### config.mk
export PLATFORM = sky130hd
export DESIGN_NAME = morra_tabellone
export DESIGN_NICKNAME = d
export VERILOG_FILES = /design/src/rtl/morra_tabellone.sv
export SDC_FILE = /design/constraint.sdc
export NUM_CORES = 1
export LEC_CHECK = 0
export CORE_MARGIN = 2
export CORE_UTILIZATION = 48
export DETAILED_ROUTE_END_ITERATION = 8
export HOLD_SLACK_MARGIN = 0.08
export PLACE_DENSITY = 0.77
export REMOVE_ABC_BUFFERS = 1
export SYNTH_ARGS = -nofsm -noshare
export SYNTH_HDL_FRONTEND = slang
export SYNTH_SLANG_ARGS = --single-unit
### constraint.sdc
create_clock -name clk -period 2.3 [get_ports clk]
set_input_delay 0.575 -clock clk [delete_from_list [all_inputs] [get_ports clk]]
set_output_delay 0.575 -clock clk [all_outputs]
set_load 0.005 [all_outputs]
### src/rtl/morra_tabellone.sv
// Scoreboard downstream of the MorraCinese FSMD: tracks wins, draws, aborted games,
// the current winning streak and the valid manche of the game in progress.
module morra_tabellone #(
    parameter int CW = 8,
    parameter int SW = 4,
    parameter int MW = 5
) (
    input  logic          clk,
    input  logic          rst_n,
    input  logic          inizia,
    input  logic [1:0]    manche,
    input  logic [1:0]    partita,
    output logic          in_corso,
    output logic [MW-1:0] manche_valide,
    output logic [CW-1:0] vinte_primo,
    output logic [CW-1:0] vinte_secondo,
    output logic [CW-1:0] pareggi,
    output logic [CW-1:0] annullate,
    output logic [1:0]    esito,
    output logic          esito_valid,
    output logic [SW-1:0] serie,
    output logic [1:0]    serie_chi
);

    typedef enum logic [1:0] {
        ATTESA = 2'b00,
        GIOCO  = 2'b01,
        ESITO  = 2'b10
    } stato_t;

    function automatic logic [CW-1:0] inc_cw(input logic [CW-1:0] v);
        return (&v) ? v : v + {{(CW-1){1'b0}}, 1'b1};
    endfunction

    function automatic logic [SW-1:0] inc_sw(input logic [SW-1:0] v);
        return (&v) ? v : v + {{(SW-1){1'b0}}, 1'b1};
    endfunction

    function automatic logic [MW-1:0] inc_mw(input logic [MW-1:0] v);
        return (&v) ? v : v + {{(MW-1){1'b0}}, 1'b1};
    endfunction

    stato_t        state_q, state_d;
    logic          in_corso_q, in_corso_d;
    logic [MW-1:0] manche_valide_q, manche_valide_d;
    logic [CW-1:0] vinte_primo_q, vinte_primo_d;
    logic [CW-1:0] vinte_secondo_q, vinte_secondo_d;
    logic [CW-1:0] pareggi_q, pareggi_d;
    logic [CW-1:0] annullate_q, annullate_d;
    logic [1:0]    esito_q, esito_d;
    logic          esito_valid_q, esito_valid_d;
    logic [SW-1:0] serie_q, serie_d;
    logic [1:0]    serie_chi_q, serie_chi_d;

    // State register and registered outputs with synchronous active-low reset
    always_ff @(posedge clk) begin
        if (!rst_n) begin
            state_q         <= ATTESA;
            in_corso_q      <= 1'b0;
            manche_valide_q <= {MW{1'b0}};
            vinte_primo_q   <= {CW{1'b0}};
            vinte_secondo_q <= {CW{1'b0}};
            pareggi_q       <= {CW{1'b0}};
            annullate_q     <= {CW{1'b0}};
            esito_q         <= 2'b00;
            esito_valid_q   <= 1'b0;
            serie_q         <= {SW{1'b0}};
            serie_chi_q     <= 2'b00;
        end else begin
            state_q         <= state_d;
            in_corso_q      <= in_corso_d;
            manche_valide_q <= manche_valide_d;
            vinte_primo_q   <= vinte_primo_d;
            vinte_secondo_q <= vinte_secondo_d;
            pareggi_q       <= pareggi_d;
            annullate_q     <= annullate_d;
            esito_q         <= esito_d;
            esito_valid_q   <= esito_valid_d;
            serie_q         <= serie_d;
            serie_chi_q     <= serie_chi_d;
        end
    end

    // Next-state and next-output logic; abort takes priority over a result
    always_comb begin
        state_d         = state_q;
        manche_valide_d = manche_valide_q;
        vinte_primo_d   = vinte_primo_q;
        vinte_secondo_d = vinte_secondo_q;
        pareggi_d       = pareggi_q;
        annullate_d     = annullate_q;
        esito_d         = esito_q;
        esito_valid_d   = 1'b0;
        serie_d         = serie_q;
        serie_chi_d     = serie_chi_q;
        case (state_q)
            ATTESA: begin
                if (inizia) begin
                    state_d         = GIOCO;
                    manche_valide_d = {MW{1'b0}};
                end else begin
                    state_d = ATTESA;
                end
            end
            GIOCO: begin
                if (inizia) begin
                    annullate_d     = inc_cw(annullate_q);
                    manche_valide_d = {MW{1'b0}};
                end else if (partita != 2'b00) begin
                    state_d       = ESITO;
                    esito_d       = partita;
                    esito_valid_d = 1'b1;
                    if (manche != 2'b00) begin
                        manche_valide_d = inc_mw(manche_valide_q);
                    end else begin
                        manche_valide_d = manche_valide_q;
                    end
                    case (partita)
                        2'b01: begin
                            vinte_primo_d = inc_cw(vinte_primo_q);
                            serie_d       = (serie_chi_q == 2'b01) ? inc_sw(serie_q)
                                                                   : {{(SW-1){1'b0}}, 1'b1};
                            serie_chi_d   = 2'b01;
                        end
                        2'b10: begin
                            vinte_secondo_d = inc_cw(vinte_secondo_q);
                            serie_d         = (serie_chi_q == 2'b10) ? inc_sw(serie_q)
                                                                     : {{(SW-1){1'b0}}, 1'b1};
                            serie_chi_d     = 2'b10;
                        end
                        2'b11: begin
                            pareggi_d   = inc_cw(pareggi_q);
                            serie_d     = {SW{1'b0}};
                            serie_chi_d = 2'b00;
                        end
                        default: begin
                            serie_d = serie_q;
                        end
                    endcase
                end else if (manche != 2'b00) begin
                    manche_valide_d = inc_mw(manche_valide_q);
                end else begin
                    manche_valide_d = manche_valide_q;
                end
            end
            ESITO: begin
                if (inizia) begin
                    state_d         = GIOCO;
                    manche_valide_d = {MW{1'b0}};
                end else begin
                    state_d = ATTESA;
                end
            end
            default: begin
                state_d = ATTESA;
            end
        endcase
        in_corso_d = (state_d == GIOCO);
    end

    assign in_corso      = in_corso_q;
    assign manche_valide = manche_valide_q;
    assign vinte_primo   = vinte_primo_q;
    assign vinte_secondo = vinte_secondo_q;
    assign pareggi       = pareggi_q;
    assign annullate     = annullate_q;
    assign esito         = esito_q;
    assign esito_valid   = esito_valid_q;
    assign serie         = serie_q;
    assign serie_chi     = serie_chi_q;

endmodule

==> impl_results.rst <==
.. list-table::
   :header-rows: 1

   * - Metric
     - Value
   * - Setup TNS Final
     - 0 ns
   * - Fmax achieved
     - ~500 MHz
   * - Largest net degree at the start of global routing
     - 25
   * - Maximum fanout count along the critical path
     - 8
   * - Wire length of the first global-routing pass
     - 9011 µm
   * - Post_cts resized
     - 0
   * - Slew @ Worst Pin
     - around 0.52 ns
   * - Number of DRC violations after detailed routing
     - 0
   * - Die Wd
     - 74.32 µm
   * - Violation count after the first detailed-route iteration
     - 90
   * - Total length of routed wires
     - 5389 µm
   * - Critical-path cell list
     - ha_1 > and3_1 > ha_1 > nand2b_1 > o21ba_2 > or4_1 > a21oi_1
   * - Worst-path cell with the longest stage delay
     - sky130_fd_sc_hd__or4_1
   * - Number of maximum-capacitance violations
     - 0
   * - Clock-pin slew of the registers on the worst-case setup and hold paths
     - about 0.080 ns
   * - Depth of the worst register-to-register path
     - 7
   * - Cell types occupying the most area after synthesis
     - sky130_fd_sc_hd__dfxtp_1, sky130_fd_sc_hd__nor2_1, sky130_fd_sc_hd__a21oi_1, sky130_fd_sc_hd__mux2i_1, sky130_fd_sc_hd__ha_1
   * - Switching power of the nets
     - between 0.0003 and 0.0004 W
   * - Area taken by flip-flops and latches
     - roughly 980 µm²
   * - Largest stage delay on the critical path
     - around 0.47 ns
   * - Area inside the core boundary
     - around 0.0048 mm²
   * - Overall power
     - 0.001485 W
   * - I/O Pins
     - between 50 and 60
   * - Reg-to-Reg End
     - manche_valide[3]
   * - Initial core utilization
     - 0.4992
   * - Register share of total power
     - 0.587
   * - Worst Setup Path Type
     - reg -> reg
   * - Clock tree from TritonCTS
     - yes
   * - Worst min-delay path category
     - reg -> reg
   * - Final worst path period share
     - 0.8752
   * - Row cnt
     - 25
   * - Number of instances in the synthesized netlist
     - ~270
   * - Type of origin of the critical path
     - flop
   * - Leak pwr
     - 1.207 nW
   * - Flop and latch count out of synthesis
     - 49
   * - Met3 wire len
     - about 320 µm
   * - Highest signal layer in the routed design
     - met4
   * - Number of global-route vias before repair
     - between 2000 and 2500
   * - Count of port buffers added during placement
     - between 50 and 60
   * - Post-synthesis instance area
     - between 0.002 and 0.0025 mm²
   * - Skew-Pair Late Insertion Delay
     - 0.31 ns
   * - Warnings, synthesis
     - 0
   * - CTS hold repair buffers
     - 0
   * - H-tree lvl count
     - 2
   * - Die span in y
     - 74.32 µm
   * - Cell depth of the worst min-delay path
     - 2
   * - Internal portion of total power
     - roughly 0.0011 W
   * - HPWL after detailed placement
     - between 3000 and 4000 µm
   * - Detailed-route via count
     - roughly 2300
   * - Total Routing Usage GR
     - 0.2103
   * - Setup slack of the most critical reg-to-reg path
     - between 0.2 and 0.3 ns
   * - Share of power burned in the clock network
     - 0.330
   * - Proportion of netlist area held by the largest area contributor
     - 0.4133
   * - Final weighted congestion in routability-driven placement
     - approximately 0.83
   * - Post-CTS Repair Setup Buffers
     - 0
   * - Highest ir drop seen on vdd
     - about 0.36 mV
   * - Max Buffers Root-to-Sink
     - 2
   * - Total Die Area
     - around 0.0055 mm²
   * - Mean area per synthesized cell
     - 8.890 µm²
   * - Met2 wire len
     - 2602 µm
   * - Antenna Violating Nets Remaining
     - 0
   * - Critical path arrival
     - between 2 and 2.5 ns
   * - Fraction of the yosys area taken by sequential cells
     - 0.4133
   * - Number of iterations in the first detailed-routing pass
     - 4
   * - Switching Fraction
     - 0.2373
   * - Final worst path period need
     - 2.013 ns
   * - Met1 layer wirelength in the final routing
     - about 2400 µm
   * - Final setup skew
     - approximately 0.0045 ns
   * - Number of buffers added by the clock tree synthesis step
     - 5
   * - Diodes inserted
     - 0
   * - CP dominant cell by count
     - sky130_fd_sc_hd__ha_1
   * - Data required time of the worst path
     - between 2 and 3 ns
   * - Count of nets after finishing
     - 352
   * - Post-detailed-route via-to-cell ratio
     - 5.554
   * - Beginning of the worst hold path
     - esito[1]
   * - Layout cells sized above 1
     - 0.1062
   * - Final setup violation count
     - 0
   * - Startpoint of the worst-slack reg-to-reg timing path
     - manche_valide[0]
   * - Clock sinks
     - around 50
   * - Number of synthesized flops with an enable pin
     - 0
   * - Run status
     - finished clean
   * - Antenna violations before repair
     - 0
   * - Total grt overflow
     - 0
   * - Kind of end point of the critical path
     - flop
   * - Comb pwr share
     - 0.083
   * - Worst max-slew margin expressed relative to the limit
     - 0.6437
   * - Sink of the worst hold path
     - esito[1]
   * - Number of fillers in the final layout
     - between 400 and 500
   * - Wire per inst
     - 13.27 µm
   * - Primary flip-flop cell chosen by synthesis mapping
     - sky130_fd_sc_hd__dfxtp_1
   * - Hold Violations, Final
     - 0
   * - Pins Over Slew Limit
     - 0
   * - Layout-stage area growth over the synthesis result
     - 34.11%
   * - Footprint of the multi-input gates
     - 0.001344 mm²
   * - Root Buffer Master
     - sky130_fd_sc_hd__clkbuf_8
   * - Setup repair after global routing missed its margin
     - no
   * - Cell Pwr Density
     - 466.4 mW/mm²
   * - Synth cell types
     - 51
   * - Top cell type by total area after synthesis
     - sky130_fd_sc_hd__dfxtp_1
   * - Share of async-settable or async-resettable flops after synthesis
     - 0
-- registers in the layout, summed over array words and instances (netlist names) --
| name | cells |
|---|---|
| annullate | 8 |
| pareggi | 8 |
| vinte_primo | 8 |
| vinte_secondo | 8 |
| manche_valide | 5 |
| serie | 4 |
| esito | 2 |
| serie_chi | 2 |
| state_q | 2 |
| esito_valid | 1 |
| in_corso | 1 |
-- routing by layer --
metal | vias to the layer above | global-route usage
li1 | 1123 | -
met5 | - | 0
met1 | 1060 | 0.2624
met2 | 67 | 0.3591
met3 | 5 | 0.05285
met4 | 0 | 0.06548
-- power by group through the flow --
| stage | Clock, W | Sequential (W) | Combinational, W |
|---|---|---|---|
| global placement | 0 | 0.000891 | 0.000121 |
| CTS | 0.000509 | 0.000871 | 0.000124 |
| global route | 0.000547 | 0.000874 | 0.000135 |
| floorplan | 0 | 0.000889 | 0.0000518 |
| finish | 0.000490 | 0.000871 | 0.000123 |
| detailed placement | 0 | 0.000891 | 0.000123 |
-- stage by stage --
step	util	std cells	hold WS, ns	setup WS, ns	area, µm²
2_1_floorplan	-	259	0.4527	0.3994	2344
3_3_place_gp	0.6521	398	0.4498	0.04898	3100
3_5_place_dp	0.6521	398	0.4623	0.01243	3100
4_1_cts	0.6695	406	0.4762	0.2812	3183
5_1_grt	0.6695	406	0.5050	0.2020	3183
6_report	0.6695	406	0.4739	0.2870	3183
-- synthesized netlist by cell type, types with 2 or more instances --
master                      count
sky130_fd_sc_hd__nor2b_1        4
sky130_fd_sc_hd__or3_1          4
sky130_fd_sc_hd__inv_1          4
sky130_fd_sc_hd__clkbuf_1       6
sky130_fd_sc_hd__nand2b_1       7
sky130_fd_sc_hd__o21a_1         2
sky130_fd_sc_hd__xor2_1         7
sky130_fd_sc_hd__nor4_1         2
sky130_fd_sc_hd__o211ai_1       2
sky130_fd_sc_hd__o31ai_1        4
sky130_fd_sc_hd__o2111ai_1      3
sky130_fd_sc_hd__nor2_1        29
sky130_fd_sc_hd__xnor2_1        5
sky130_fd_sc_hd__or4_1          4
sky130_fd_sc_hd__a21o_1         2
sky130_fd_sc_hd__dfxtp_1       49
sky130_fd_sc_hd__buf_1          2
sky130_fd_sc_hd__nor3_1         5
sky130_fd_sc_hd__and4_1         5
sky130_fd_sc_hd__nand3b_1       2
sky130_fd_sc_hd__a211oi_1       2
sky130_fd_sc_hd__a21oi_1       19
sky130_fd_sc_hd__nand2_1       20
sky130_fd_sc_hd__nand3_1       15
sky130_fd_sc_hd__nor3b_1        2
sky130_fd_sc_hd__o21ai_0       10
sky130_fd_sc_hd__nand4_1        6
sky130_fd_sc_hd__ha_1           7
sky130_fd_sc_hd__and3_1         6
sky130_fd_sc_hd__mux2i_1        9
sky130_fd_sc_hd__a31oi_1        3
-- worst max path at each step --
stage / slack, ns / endpoint / cells past startpoint / start
after detailed placement: 0.01 / pareggi[6] / 5 / inizia
after global placement: 0.05 / vinte_secondo[7] / 5 / inizia
after CTS: 0.28 / manche_valide[3] / 7 / manche_valide[0]
after floorplan: 0.40 / manche_valide[3] / 7 / manche_valide[0]
after global routing: 0.20 / manche_valide[3] / 7 / manche_valide[0]
final: 0.29 / manche_valide[3] / 7 / manche_valide[0]
-- cells in the final DEF (no fill, tap or decap), drive strengths merged, types with 2 or more instances in the layout --
cell | Yosys | final
a21o | 2 | 2
and3 | 6 | 6
o21ai | 11 | 11
nand4 | 6 | 6
nand3b | 2 | 2
ha | 7 | 7
nor4b | 2 | 2
or4 | 4 | 4
o211ai | 4 | 4
nor3 | 5 | 5
nand2b | 7 | 7
nor3b | 3 | 3
clkdlybuf4s50 | 0 | 53
o31ai | 4 | 4
o2111ai | 3 | 3
a21oi | 19 | 19
buf | 2 | 19
a31oi | 3 | 3
mux2i | 9 | 9
nor2b | 4 | 4
nand2 | 20 | 20
xor2 | 7 | 7
a211oi | 3 | 3
xnor2 | 5 | 5
nor4 | 2 | 2
nor2 | 29 | 29
inv | 4 | 4
dfxtp | 49 | 49
or3 | 4 | 4
clkbuf | 6 | 6
and4 | 5 | 5
clkinv | 1 | 3
o21a | 2 | 2
nand3 | 15 | 15
-- final cells by class --
| type | count | share of cell area |
|---|---|---|
| multi-input combinational | 205 | 0.4222 |
| sequential | 49 | 0.3082 |
| timing repair buffer | 72 | 0.2115 |
| tap | 67 | 0.02634 |
| clock buffer | 6 | 0.02280 |
| inverter | 5 | 0.005896 |
| clock inverter | 2 | 0.003145 |
-- worst max-delay path, delay by kind of cell (launching register included) --
kind | cells | cell delay [ns]
AND/OR/NAND/NOR | 3 | 0.80
AO/OA/AOI/OAI | 2 | 0.41
adder cells (fa/ha/maj) | 2 | 0.38
flip-flops | 1 | 0.35
-- cell families after synthesis --
group,after synthesis,share of synthesized area
simple gates,118,0.2746
compound gates,59,0.1724
flops,49,0.4133
buf+inv,13,0.02056
xor+xnor,12,0.04428
mux,9,0.03796
fa+ha+maj,7,0.03690
No activity file was read; power rests on OpenSTA's default activity.
